**src/rtl/mips_pkg.sv**
```systemverilog
// Shared arbiter definitions: FSM state encoding, requester indices and
// the tie-break helper used by the memory port arbiter.
package mips_pkg;

  typedef enum logic {
    IDLE = 1'b0,
    BUSY = 1'b1
  } arb_state_e;

  // Requester indices, also the value driven on sel
  localparam logic REQ_DATA  = 1'b0;
  localparam logic REQ_INSTR = 1'b1;

  // Width of the access timeout counter
  localparam int unsigned CNT_W = 8;

  // A lone request wins outright; on a tie the requester that was not
  // served last wins.
  function automatic logic arb_pick(input logic r0, input logic r1, input logic last);
    if (r0 && r1) begin
      return ~last;
    end else if (r1) begin
      return REQ_INSTR;
    end else begin
      return REQ_DATA;
    end
  endfunction

endpackage

```
**src/rtl/mem_port_arbiter_if.sv**
```systemverilog
// Requester/memory-side signal bundle of the memory port arbiter.
// slave: the arbiter's view; master: requesters and memory driving it.
interface mem_port_arbiter_if #(
  parameter int unsigned W = 32
);

  logic         req0;
  logic [W-1:0] addr0;
  logic         req1;
  logic [W-1:0] addr1;
  logic         mem_ready;
  logic         mem_valid;
  logic [W-1:0] mem_addr;
  logic         sel;
  logic         gnt0;
  logic         gnt1;
  logic         done0;
  logic         done1;
  logic         err;

  modport slave (
    input  req0, addr0, req1, addr1, mem_ready,
    output mem_valid, mem_addr, sel, gnt0, gnt1, done0, done1, err
  );

  modport master (
    output req0, addr0, req1, addr1, mem_ready,
    input  mem_valid, mem_addr, sel, gnt0, gnt1, done0, done1, err
  );

endinterface

```
**src/rtl/mux2in1.sv**
```systemverilog
// Generic two-input multiplexer: res = op1 when sel is high, else op2.
module mux2in1 #(
  parameter int unsigned W = 32
) (
  input  logic [W-1:0] op1,
  input  logic [W-1:0] op2,
  input  logic         sel,
  output logic [W-1:0] res
);

  // Select between the two operands
  always_comb begin
    res = sel ? op1 : op2;
  end

endmodule

```
**src/rtl/mem_port_arbiter.sv**
```systemverilog
// Two-requester memory port arbiter: grants one requester at a time,
// holds the grant until memory completes or a timeout aborts the access,
// and chains straight into the next grant when requests are pending.
module mem_port_arbiter
  import mips_pkg::*;
#(
  parameter int unsigned W   = 32,
  parameter int unsigned TMO = 15
) (
  input  logic                clk,
  input  logic                rst_n,
  mem_port_arbiter_if.slave   bus
);

  // Counter value in the last BUSY cycle before a timeout fires
  localparam logic [CNT_W-1:0] TMO_LAST = CNT_W'(TMO - 1);

  arb_state_e       state_q, state_d;
  logic             sel_q, sel_d;
  logic             last_q, last_d;
  logic [CNT_W-1:0] cnt_q, cnt_d;
  logic             done0_q, done0_d;
  logic             done1_q, done1_d;
  logic             err_q, err_d;
  logic             busy;

  // Address path: owner's address routed to memory
  mux2in1 #(.W(W)) u_addr_mux (
    .op1 (bus.addr1),
    .op2 (bus.addr0),
    .sel (sel_q),
    .res (bus.mem_addr)
  );

  // State, owner, history, timeout counter and completion pulses
  always_ff @(posedge clk or negedge rst_n) begin
    if (!rst_n) begin
      state_q <= IDLE;
      sel_q   <= REQ_DATA;
      last_q  <= REQ_INSTR;
      cnt_q   <= '0;
      done0_q <= 1'b0;
      done1_q <= 1'b0;
      err_q   <= 1'b0;
    end else begin
      state_q <= state_d;
      sel_q   <= sel_d;
      last_q  <= last_d;
      cnt_q   <= cnt_d;
      done0_q <= done0_d;
      done1_q <= done1_d;
      err_q   <= err_d;
    end
  end

  // Arbitration, completion and timeout decisions
  always_comb begin
    state_d = state_q;
    sel_d   = sel_q;
    last_d  = last_q;
    cnt_d   = cnt_q;
    done0_d = 1'b0;
    done1_d = 1'b0;
    err_d   = 1'b0;
    case (state_q)
      IDLE: begin
        if (bus.req0 || bus.req1) begin
          state_d = BUSY;
          sel_d   = arb_pick(bus.req0, bus.req1, last_q);
          cnt_d   = '0;
        end
      end
      BUSY: begin
        if (bus.mem_ready) begin
          done0_d = (sel_q == REQ_DATA);
          done1_d = (sel_q == REQ_INSTR);
          last_d  = sel_q;
          // Back-to-back grant: the finishing owner is the new "last",
          // so the tie-break uses sel_q rather than the stale last_q.
          if (bus.req0 || bus.req1) begin
            sel_d = arb_pick(bus.req0, bus.req1, sel_q);
            cnt_d = '0;
          end else begin
            state_d = IDLE;
          end
        end else if (cnt_q == TMO_LAST) begin
          err_d   = 1'b1;
          last_d  = sel_q;
          state_d = IDLE;
          cnt_d   = '0;
        end else begin
          cnt_d = cnt_q + CNT_W'(1);
        end
      end
      default: begin
        state_d = IDLE;
      end
    endcase
  end

  // Grant and status outputs, all derived from registered state
  always_comb begin
    busy          = (state_q == BUSY);
    bus.mem_valid = busy;
    bus.sel       = sel_q;
    bus.gnt0      = busy && (sel_q == REQ_DATA);
    bus.gnt1      = busy && (sel_q == REQ_INSTR);
    bus.done0     = done0_q;
    bus.done1     = done1_q;
    bus.err       = err_q;
  end

endmodule

```
**src/flat_wrapper.sv**
```systemverilog
// flat-port wrapper written by rule: the top's interface ports become plain ports
module mem_port_arbiter_flat import mips_pkg::*;
#(
  parameter int unsigned W   = 32,
  parameter int unsigned TMO = 15
)
  (clk, rst_n, bus_req0, bus_addr0, bus_req1, bus_addr1, bus_mem_ready, bus_mem_valid, bus_mem_addr, bus_sel, bus_gnt0, bus_gnt1, bus_done0, bus_done1, bus_err);
  mem_port_arbiter_if #(.W(W)) bus_i ();
  input  logic clk;
  input  logic rst_n;
  input wire logic [$bits(bus_i.req0)-1:0] bus_req0;
  input wire logic [$bits(bus_i.addr0)-1:0] bus_addr0;
  input wire logic [$bits(bus_i.req1)-1:0] bus_req1;
  input wire logic [$bits(bus_i.addr1)-1:0] bus_addr1;
  input wire logic [$bits(bus_i.mem_ready)-1:0] bus_mem_ready;
  output wire logic [$bits(bus_i.mem_valid)-1:0] bus_mem_valid;
  output wire logic [$bits(bus_i.mem_addr)-1:0] bus_mem_addr;
  output wire logic [$bits(bus_i.sel)-1:0] bus_sel;
  output wire logic [$bits(bus_i.gnt0)-1:0] bus_gnt0;
  output wire logic [$bits(bus_i.gnt1)-1:0] bus_gnt1;
  output wire logic [$bits(bus_i.done0)-1:0] bus_done0;
  output wire logic [$bits(bus_i.done1)-1:0] bus_done1;
  output wire logic [$bits(bus_i.err)-1:0] bus_err;
  assign bus_i.req0 = bus_req0;
  assign bus_i.addr0 = bus_addr0;
  assign bus_i.req1 = bus_req1;
  assign bus_i.addr1 = bus_addr1;
  assign bus_i.mem_ready = bus_mem_ready;
  assign bus_mem_valid = bus_i.mem_valid;
  assign bus_mem_addr = bus_i.mem_addr;
  assign bus_sel = bus_i.sel;
  assign bus_gnt0 = bus_i.gnt0;
  assign bus_gnt1 = bus_i.gnt1;
  assign bus_done0 = bus_i.done0;
  assign bus_done1 = bus_i.done1;
  assign bus_err = bus_i.err;
  mem_port_arbiter #(.W(W), .TMO(TMO)) u_core (.clk(clk), .rst_n(rst_n), .bus(bus_i));
endmodule
```
**config.mk**
```make
export PLATFORM = sky130hd
export DESIGN_NAME = mem_port_arbiter_flat
export DESIGN_NICKNAME = d
export VERILOG_FILES = /design/src/rtl/mips_pkg.sv /design/src/rtl/mem_port_arbiter_if.sv /design/src/rtl/mux2in1.sv /design/src/rtl/mem_port_arbiter.sv /design/src/flat_wrapper.sv
export SDC_FILE = /design/constraint.sdc
export NUM_CORES = 1
export LEC_CHECK = 0
export BUFFER_PORTS_ARGS = -buffer_cell sky130_fd_sc_hd__clkbuf_2
export CORE_MARGIN = 8
export CORE_UTILIZATION = 36
export DETAILED_ROUTE_END_ITERATION = 12
export PLACE_DENSITY = 0.81
export SYNTH_ARGS = -nofsm -noshare
export SYNTH_HDL_FRONTEND = slang
export SYNTH_SLANG_ARGS = --single-unit
export TNS_END_PERCENT = 1
```
**constraint.sdc**
```tcl
create_clock -name clk -period 1.91 [get_ports clk]
set_input_delay 0.382 -clock clk [delete_from_list [all_inputs] [get_ports clk]]
set_output_delay 0.382 -clock clk [all_outputs]
set_load 0.05 [all_outputs]
```
Word-level counts from Yosys, hierarchy flattened
Index checks and enable logic that the tools add are counted.

word-level totals
  bits in registers = 14
  output and inout port bits = 39
  word-level logic and storage cells = 47

cells by class
  eq/ne operators = 4
  reductions and logical operators = 7
  multiplexer cells = 25
  bitwise gates (word level) = 3
  $add $sub $neg = 1

operators by type and width
  cell                                                              count
  32-bit two-way mux                                                1
  8-bit two-way mux                                                 3
  1-bit two-way mux                                                 18
  8-bit one-hot mux with 2 select lines                             1
  8-bit by 1-bit adder with 8-bit output (second input constant)    1
  8-bit by 4-bit == test with 1-bit output (second input constant)  1
  2-bit != test (second input constant)                             2
  1-bit one-hot mux with 2 select lines                             2
  1-bit logical AND                                                 3
  1-bit inverter                                                    3
  3-bit AND reduction                                               1
  2-bit by 1-bit != test with 1-bit output (second input constant)  1
  2-bit AND reduction                                               1
  2-bit nonzero test                                                1
  1-bit logical OR                                                  1

Longest topological paths before layout
  word-level depth = 5
  gate-level depth with buffers = 7
  mapped depth without buffers = 6

Hierarchy
A second synthesis with hierarchy kept.

unflattened totals
  cells, all modules = 108
  area total of the unflattened synthesis = 1,273.7 um^2

modules (own cells, without submodules)
  module            cells each  times used  area each (um^2)
  mem_port_arbiter  72          1           729.4
  mux2in1           36          1           544.3

Least setup slack after synthesis
OpenSTA, ideal clock, no wires.

  path type = register -> output
  from = register u_core.sel_q, in the netlist u_core.bus.sel
  to = output bus_mem_addr[10]
  slack = -59 ps
  arrival time = 1,587 ps
  cell stages (with the launch flop) = 4
  required time = 1,528 ps
  buffers on the path = 2
  cell sequence = dfrtp_1 > buf_2 > buf_2 > mux2_2

between the ends
  longest elaborated chain between the ends = 1

ends and longest elaborated chain
  item                      RTL line                source
  start: declaration        mem_port_arbiter.sv:19  logic sel_q, sel_d;
  start signal: assignment  mem_port_arbiter.sv:47  sel_q <= sel_d;
  32-bit two-way mux        mux2in1.sv:13           res = sel ? op1 : op2;
  end: declaration          flat_wrapper.sv:17      output wire logic [$bits(bus_i.mem_addr)-1:0] bus_mem_addr;

Every way passes these cells.

Final worst setup path
  from = register u_core.sel_q, in the netlist u_core.bus.sel
  to = output bus_mem_addr[13]

The elaborated chain is that of the path after synthesis.

==> reports/metrics.yaml <==
drt:
  first_pass_iters: 4
  via_per_inst: 5.09
  final_antenna_net_count: 0
  drtIter0Drc: 16
  vias: 1273
  routed_wirelength_um: 4030
  wl_per_cell_um: 16.1
  drc: 0
clock_tree:
  cts_resized: 0
  cts-hold-fix-buffers: 1
  insertion_delay_ps: 280
  path_clk_slew_ps: 80
  cts.sinks: 14
  clock-root-buffer: "clkbuf_4"
  htreeDepth: 1
  cts_tree: "built"
  cts_buffers: 3
  cts_buffer_depth: 2
  post-cts-setup-buffers: 0
yosys:
  ys_types: 27
  syn_avg_cell_area_sq_um: 10.1
  syn_inst: 106
  yosys_warnings: 0
  ys_seq_area_share_pct: 32.8
  syn_area_sq_mm: 0.00107
  syn_nets: 177
  ys_ff_latch: 14
floorplan:
  die_h_um: 70.6
  start_util_pct: 36.4
  core_sq_mm: 0.00295
  dieWidth_um: 70.6
  pin_count: 108
  dieArea_sq_mm: 0.00499
  rows: 20
placed_design:
  gp_congestion: 0.880
  dp.cells: 245
  dp_slack_ps: 308
  dp_hpwl_um: 3500
  io_buffers: 107
global_routing:
  grt.total_usage_pct: 15.1
  grt_overflow_total: 0
  grt_start_max_net_pins: 26
  grt_pass1_wl_um: 6090
  antenna_found_initial: 0
  grt_pass1_vias: 1190
pwr:
  p_leak_nw: 0.963
  power_mw: 1.66
  pwr_density_cell_mw_per_mm2: 969
  irDropWorstVdd_uv: 475
run:
  maxCapViolations: 0
timing:
  timing.hold.ws_ps: 359
  setup_slack_ps: 63.3
  timing.clock.skew_ps: 3.40
  max_freq_mhz: 542
  period_minus_slack_ps: 1850
  worstMarginPinSlew_ps: 463
  finalSetupViolCount: 0
  rsz0062_at_grt: "no"
  maxSlewViolCount: 0
  period_share_pct: 96.7
  finalHoldViolCount: 0
  slew_headroom_pct: 68.9
status:
  outcome: "completed"
worst_setup_path:
  worstPathMaxFanout: 13
  required_ps: 1530
  endpoint_kind: "output pin"
  path_class: "register to output pin"
  crit_arrival_ps: 1460
  rr_worst_depth: 7
  start_kind: "register"
worst_hold_path:
  hold_depth: 3
  hp-class: "input pin to register"
finish:
  area_growth_syn_to_layout_pct: 59.6
  final_cells: 250
  drive_gt1_share_pct: 69.6
  nets: 289
  utilization_pct: 58.0
  antennaDiodeCount: 0
==> synth_stat cells <==
library cell	count	area share [%]
inv_1	1	0.35
ha_1	2	2.3
o21ai_1	5	2.3
a21oi_1	1	0.47
and2b_4	1	0.93
buf_4	1	0.70
nand4b_1	1	0.82
nor2_1	2	0.70
mux2_2	32	34
nor3_1	2	0.93
nand4_1	1	0.58
or3_1	2	1.2
dfstp_2	1	2.4
and3_1	3	1.7
dfrtp_1	13	30
and2_1	3	1.7
mux2_1	1	1.0
buf_2	4	1.9
nand3_1	7	3.3
a21o_1	4	2.8
nor3b_1	2	1.4
nand2_1	8	2.8
o21ai_0	4	1.9
nor2b_1	1	0.58
nand2b_1	1	0.58
o41ai_2	1	1.5
nor4_1	2	1.2
==> worst max-delay path, stage by stage, from the launching register on <==
cell and delay, ps:
dfrtp_2 390, buf_4 200, mux2_2 350, clkbuf_2 240
==> area by class of cell <==
class / count / area [sq um]
Fill cell: 276 / 1240
Multi-Input combinational cell: 86 / 691
Timing Repair Buffer: 112 / 588
Sequential cell: 14 / 353
Tap cell: 33 / 41.3
Clock buffer: 4 / 36.3
Inverter: 1 / 3.75
==> final timing paths <==
path | start | to | slack [ps]
min in group asynchronous | rst_n | u_core.cnt_q[2] | 520
hold / removal | bus_req1 | u_core.bus.sel | 360
hold reg to reg | u_core.cnt_q[2] | u_core.cnt_q[2] | 570
max in group asynchronous | rst_n | u_core.last_q | 1100
setup reg to reg | u_core.cnt_q[0] | u_core.cnt_q[7] | 290
setup / recovery | u_core.bus.sel | bus_mem_addr[13] | 60
==> power by group <==
group / switching [mW] / internal, mW
clock network: 0.0948 / 0.116
logic: 0.749 / 0.345
registers: 0.0248 / 0.331
==> per-layer routing <==
layer	track usage [%]	wire (um)	vias to the layer above
met2	29.4	2160	60
li1	-	-	611
met1	14.4	1470	598
met3	5.79	376	4
met4	3.46	17	0
met5	0	0	-
==> cell usage in the layout (no fill, tap or decap), drive strengths merged <==
| cell type | instances |
|---|---|
| o21ai | 9 |
| nand3 | 7 |
| a21o | 4 |
| and2 | 3 |
| nor3 | 2 |
| nand4 | 1 |
| and3 | 3 |
| nand2 | 8 |
| dfstp | 1 |
| nand4b | 1 |
| clkbuf | 111 |
| or3 | 2 |
| a21oi | 1 |
| inv | 1 |
| nor2 | 2 |
| buf | 4 |
| nor4 | 2 |
| dfrtp | 13 |
| dlygate4sd3 | 1 |
| nand2b | 1 |
| o41ai | 1 |
| ha | 2 |
| and2b | 1 |
| mux2 | 33 |
| nor2b | 1 |
| nor3b | 2 |
==> cell families after synthesis <==
kind of cell | Yosys count | share of synthesized area, %
adders and majority gates | 2 | 2.33
and+or+nand+nor | 36 | 18.4
muxes | 33 | 34.6
buffers and inverters | 6 | 2.91
AOI/OAI and AO/OA | 15 | 8.97
DFF | 14 | 32.8
==> through the flow <==
step	TNS, ps	area, sq um
5_1_grt	0	1710
2_1_floorplan	-25.6	1070
4_1_cts	0	1710
3_3_place_gp	0	1670
6_report	0	1710
3_5_place_dp	0	1670
==> flip-flops by register name (all words and copies together) (netlist names) <==
register              flops
u_core.bus.mem_valid      1
u_core.bus.sel            1
u_core.last_q             1
u_core.bus.done0          1
u_core.cnt_q              8
u_core.bus.done1          1
u_core.bus.err            1
Note: power is estimated with default switching activity, not from simulation.
